### config.mk
export PLATFORM = sky130hd
export DESIGN_NAME = ga20_fetch_arbiter_flat
export DESIGN_NICKNAME = d
export VERILOG_FILES = /design/src/rtl/ga20_fetch_arbiter_if.sv /design/src/rtl/ga20_fetch_arbiter.sv /design/src/flat_wrapper.sv
export SDC_FILE = /design/constraint.sdc
export NUM_CORES = 1
export LEC_CHECK = 0
export BUFFER_PORTS_ARGS = -buffer_cell sky130_fd_sc_hd__buf_2
export CORE_MARGIN = 5
export CORE_UTILIZATION = 50
export DETAILED_ROUTE_END_ITERATION = 12
export PLACE_DENSITY = 0.86
export SLEW_MARGIN = 30
export SYNTH_ARGS = -nofsm -noshare
export SYNTH_HDL_FRONTEND = slang
export SYNTH_SLANG_ARGS = --single-unit
### constraint.sdc
create_clock -name clk -period 2.86 [get_ports clk]
set_input_delay 0.286 -clock clk [delete_from_list [all_inputs] [get_ports clk]]
set_output_delay 0.286 -clock clk [all_outputs]
set_load 0.02 [all_outputs]
### src/rtl/ga20_fetch_arbiter_if.sv
// GA20 fetch arbiter bus: channel request/ack side and sample-cache read side.
// slave = arbiter, master = requesters plus cache.
interface ga20_fetch_arbiter_if #(
  parameter int NUM_CH = 4,
  parameter int ADDR_W = 20
);
  logic [NUM_CH-1:0]        ch_req;
  logic [NUM_CH*ADDR_W-1:0] ch_addr;
  logic [NUM_CH-1:0]        ch_ack;
  logic [7:0]               ch_data;
  logic                     ch_err;
  logic                     mem_rd;
  logic [ADDR_W-1:0]        mem_addr;
  logic                     mem_valid;
  logic [7:0]               mem_dout;
  logic                     busy;

  modport slave (
    input  ch_req, ch_addr, mem_valid, mem_dout,
    output ch_ack, ch_data, ch_err, mem_rd, mem_addr, busy
  );

  modport master (
    output ch_req, ch_addr, mem_valid, mem_dout,
    input  ch_ack, ch_data, ch_err, mem_rd, mem_addr, busy
  );
endinterface

### src/rtl/ga20_fetch_arbiter.sv
// GA20 sample-fetch arbiter: round-robin grant, one cache read in flight,
// one-cycle ack per byte, timeout abort when the cache never answers.
module ga20_fetch_arbiter #(
  parameter int NUM_CH  = 4,
  parameter int ADDR_W  = 20,
  parameter int TIMEOUT = 255
) (
  input logic clk,
  input logic reset,
  ga20_fetch_arbiter_if.slave bus
);
  localparam int GW = $clog2(NUM_CH);
  localparam logic [9:0] LIM = 10'(TIMEOUT - 1);

  typedef enum logic [1:0] {
    IDLE = 2'd0,
    REQ  = 2'd1,
    DONE = 2'd2
  } state_t;

  state_t state_q, state_d;

  logic [GW-1:0]     grant_q, grant_d;
  logic [GW-1:0]     last_q, last_d;
  logic [GW-1:0]     pick;
  logic              found;
  logic [9:0]        cnt_q, cnt_d;
  logic [NUM_CH-1:0] ack_q, ack_d;
  logic [7:0]        data_q, data_d;
  logic              err_q, err_d;
  logic [ADDR_W-1:0] addr_q, addr_d;

  // Two passes: channels above last_grant first, then wrap to the rest.
  always_comb begin
    found = 1'b0;
    pick  = last_q;
    for (int c = 0; c < NUM_CH; c++) begin
      if (!found && bus.ch_req[c] && GW'(c) > last_q) begin
        found = 1'b1;
        pick  = GW'(c);
      end
    end
    for (int c = 0; c < NUM_CH; c++) begin
      if (!found && bus.ch_req[c] && GW'(c) <= last_q) begin
        found = 1'b1;
        pick  = GW'(c);
      end
    end
  end

  always_comb begin
    state_d = state_q;
    grant_d = grant_q;
    last_d  = last_q;
    cnt_d   = cnt_q;
    ack_d   = '0;
    data_d  = data_q;
    err_d   = 1'b0;
    addr_d  = addr_q;
    unique case (state_q)
      IDLE: begin
        if (found) begin
          grant_d = pick;
          last_d  = pick;
          addr_d  = bus.ch_addr[pick*ADDR_W +: ADDR_W];
          cnt_d   = '0;
          state_d = REQ;
        end
      end
      REQ: begin
        unique case (1'b1)
          bus.mem_valid: begin
            data_d         = bus.mem_dout;
            ack_d[grant_q] = 1'b1;
            state_d        = DONE;
          end
          (cnt_q == LIM): begin
            data_d         = 8'h80;
            err_d          = 1'b1;
            ack_d[grant_q] = 1'b1;
            state_d        = DONE;
          end
          default: cnt_d = cnt_q + 10'd1;
        endcase
      end
      DONE:    state_d = IDLE;
      default: state_d = IDLE;
    endcase
  end

  always_ff @(posedge clk) begin
    if (reset) begin
      state_q <= IDLE;
      grant_q <= '0;
      last_q  <= GW'(NUM_CH - 1);
      cnt_q   <= '0;
      ack_q   <= '0;
      data_q  <= '0;
      err_q   <= 1'b0;
      addr_q  <= '0;
    end else begin
      state_q <= state_d;
      grant_q <= grant_d;
      last_q  <= last_d;
      cnt_q   <= cnt_d;
      ack_q   <= ack_d;
      data_q  <= data_d;
      err_q   <= err_d;
      addr_q  <= addr_d;
    end
  end

  assign bus.ch_ack   = ack_q;
  assign bus.ch_data  = data_q;
  assign bus.ch_err   = err_q;
  assign bus.mem_rd   = (state_q == REQ);
  assign bus.mem_addr = addr_q;
  assign bus.busy     = (state_q != IDLE);
endmodule

### src/flat_wrapper.sv
// flat-port wrapper written by rule: the top's interface ports become plain ports
module ga20_fetch_arbiter_flat 
#(
  parameter int NUM_CH  = 4,
  parameter int ADDR_W  = 20,
  parameter int TIMEOUT = 255
)
  (clk, reset, bus_ch_req, bus_ch_addr, bus_mem_valid, bus_mem_dout, bus_ch_ack, bus_ch_data, bus_ch_err, bus_mem_rd, bus_mem_addr, bus_busy);
  ga20_fetch_arbiter_if #(.NUM_CH(NUM_CH), .ADDR_W(ADDR_W)) bus_i ();
  input logic clk;
  input logic reset;
  input wire logic [$bits(bus_i.ch_req)-1:0] bus_ch_req;
  input wire logic [$bits(bus_i.ch_addr)-1:0] bus_ch_addr;
  input wire logic [$bits(bus_i.mem_valid)-1:0] bus_mem_valid;
  input wire logic [$bits(bus_i.mem_dout)-1:0] bus_mem_dout;
  output wire logic [$bits(bus_i.ch_ack)-1:0] bus_ch_ack;
  output wire logic [$bits(bus_i.ch_data)-1:0] bus_ch_data;
  output wire logic [$bits(bus_i.ch_err)-1:0] bus_ch_err;
  output wire logic [$bits(bus_i.mem_rd)-1:0] bus_mem_rd;
  output wire logic [$bits(bus_i.mem_addr)-1:0] bus_mem_addr;
  output wire logic [$bits(bus_i.busy)-1:0] bus_busy;
  assign bus_i.ch_req = bus_ch_req;
  assign bus_i.ch_addr = bus_ch_addr;
  assign bus_i.mem_valid = bus_mem_valid;
  assign bus_i.mem_dout = bus_mem_dout;
  assign bus_ch_ack = bus_i.ch_ack;
  assign bus_ch_data = bus_i.ch_data;
  assign bus_ch_err = bus_i.ch_err;
  assign bus_mem_rd = bus_i.mem_rd;
  assign bus_mem_addr = bus_i.mem_addr;
  assign bus_busy = bus_i.busy;
  ga20_fetch_arbiter #(.NUM_CH(NUM_CH), .ADDR_W(ADDR_W), .TIMEOUT(TIMEOUT)) u_core (.clk(clk), .reset(reset), .bus(bus_i));
endmodule
==> impl_metrics.yaml <==
global_routing:
  grt_first_pass_wirelength_um: 12930
  overflow: 0
  antenna_found_initial: 0
  grt_max_degree: 26
  grt.total_usage_pct: 21.69
  grt_pass1_vias: 2827
worst_setup_path:
  worstPathRequired_ns: 3.05
  crit_buf_inv: 1
  cp.arrival_ns: 2.39
  crit_family: "compound AO/OA/AOI/OAI gates"
  max_stage_delay_ns: 0.70
  crit_type: "reg -> reg"
  startpoint_type: "flop"
  end_kind: "flop"
  path_max_fanout: 13
  path_cells: "nand2b_1, a21oi_1, nor3_4, buf_4, a211oi_1, o31ai_1"
  slowest_stage: "a21oi_1"
timing:
  relSlewSlack_pct: 41.29
  rsz0062_at_grt: "no"
  fin_setup_tns_ns: 0
  max_freq_ghz: 0.4549
  min_period_over_period_pct: 76.86
  hold_viol: 0
  finalMaxSlewViolations: 0
  finClkSkew_ns: 0.009225
  tightest_slew_ns: 0.8807
  fin_crit_ns: 2.198
  finalSetupViolCount: 0
clock_network:
  cts_hold_buf: 0
  cts_sinks: 49
  clk_pin_slew_ns: 0.09
  cts-resized-gates: 0
  cts_root_buf: "clkbuf_8"
  cts_setup_buffers: 0
  clockBufferDepth: 2
  cts_made_buffers: 5
  clock_latency_ns: 0.30
  cts_max_level: 2
  tritoncts: "built"
pwr:
  power_mw: 1.948
  leakagePower_nw: 1.616
  ir_drop_mv: 0.2866
  powerDensity_mw_per_mm2: 545.4
logic_synthesis:
  ys_warn_count: 0
  async_flop_share_pct: 0
  yosysTopAreaCell: "dfxtp_1"
  ys.flop_type: "dfxtp_1"
  synth_edf_count: 0
  synth_cell_type_count: 48
  netlist_area_mm2: 0.002778
  synth_cells: 305
  ys_seq_area_share_pct: 35.32
  synth.area.top_cells: "dfxtp_1 35%, o311ai_2 5.9%, a211oi_1 5.4%"
  yosys-top-cells-count: "49 x dfxtp_1, 21 x and3_1, 21 x nand2_1"
  synth_top_area_share_pct: 35.32
  ys_ff_latch: 49
  yosysMostFrequentCell: "dfxtp_1"
  avgSynthCellArea_um2: 9.107
  synth_nets: 402
route:
  drc_errors: 0
  wire_per_inst_um: 15.77
  postRouteAntennaNets: 0
  drtIter0Drc: 101
  wirelength_um: 7820
  num_vias: 2822
  firstDrtPassIters: 4
  vias_per_cell: 5.690
placement:
  gp_congestion: 0.8423
  dpl.hpwl_um: 6001
  portBuffers: 129
floorplan:
  die-area_mm2: 0.007146
  start_util_pct: 51.07
  fp.coreArea_mm2: 0.005439
  dieWidth_um: 84.54
  rows: 27
  pin_count: 130
  die_h_um: 84.54
cells_and_area:
  num_antenna_cells: 0
  area_growth_pct: 28.56
  final_core_util_pct: 65.65
  drive_gt1_share_pct: 39.62
  fin_nets: 520
flow_run:
  maxCapViolCount: 0
status:
  outcome: "completed"
worst_hold_path:
  hold_class: "in -> reg"
==> where the power goes <==
group	switching [mW]	internal (mW)	total (mW)	leakage, nW
Clock	0.236	0.284	0.520	0.0574
Combinational	0.377	0.255	0.632	1.16
Sequential	0.0437	0.751	0.795	0.401
==> metal layers <==
layer,up-vias,GRT usage (%),wire (um)
met5,-,0,0
met4,0,7.194,199
met3,22,4.711,495
met2,104,37.08,3919
met1,1309,27.01,3206
li1,1387,-,-
==> stage by stage <==
stage                     instance area, um^2  hold WS [ns]  setup slack (ns)  cells
after floorplan                          2778        0.4192             1.166    305
after global placement                   3451        0.4497            0.7411    488
after detailed placement                 3451        0.4544            0.6391    488
after CTS                                3571        0.2062            0.6743    496
after global routing                     3571        0.2007            0.4631    496
final                                    3571        0.2079            0.6617    496
==> area by class of cell <==
class                           count  area (um^2)
Clock buffer                        6        82.58
Clock inverter                      2        37.54
Fill cell                         452         1868
Inverter                            6        22.52
Multi-Input combinational cell    227         1674
Sequential cell                    49        980.9
Tap cell                           72        90.09
Timing Repair Buffer              134        683.2
==> cells in the final DEF, fill, tap and decap left out, types with 6 or more instances in the layout <==
cell	count
clkbuf_8	6
a211oi_1	20
nand4_1	11
o31ai_1	20
nand3_1	7
buf_2	129
a21o_1	11
a22o_1	7
xnor2_1	7
dfxtp_1	49
o311ai_2	10
a21oi_1	9
and3_1	21
mux2i_1	10
nor3_1	7
nand2_1	21
nor2_1	19
nand3b_1	11
==> sequential cells by signal, summed over array words and instances (netlist names) <==
name / cells
u_core.bus.mem_addr: 20
u_core.cnt_q: 10
u_core.bus.ch_data: 8
u_core.bus.ch_ack: 4
u_core.grant_q: 2
u_core.last_q: 2
u_core.state_q: 2
u_core.bus.ch_err: 1
==> cells by family (layout without fill, tap and decap cells) <==
logic type	after synthesis	in the layout	share of synthesized area, %
adders and majority gates	2	2	0.9008
AOI/OAI and AO/OA	90	90	28.87
DFF	49	49	35.32
muxes	10	10	3.604
xor gates and xnor gates	7	7	2.207
buffers and inverters	29	148	4.640
and+or+nand+nor	118	118	24.46
==> final timing paths <==
check / start / endpoint / slack (ns) / depth (start not counted)
hold / removal: bus_mem_dout[0] / u_core.bus.ch_data[0]$_SDFFE_PP0P_ / 0.21 / 2
setup / recovery: u_core.last_q[0]$_SDFFE_PP1P_ / u_core.bus.mem_addr[5]$_SDFFE_PP0P_ / 0.66 / 6
hold reg to reg: u_core.bus.ch_data[0]$_SDFFE_PP0P_ / u_core.bus.ch_data[0]$_SDFFE_PP0P_ / 0.48 / 1
setup reg to reg: u_core.last_q[0]$_SDFFE_PP1P_ / u_core.bus.mem_addr[5]$_SDFFE_PP0P_ / 0.66 / 6
(Power assumes the default switching activity.)
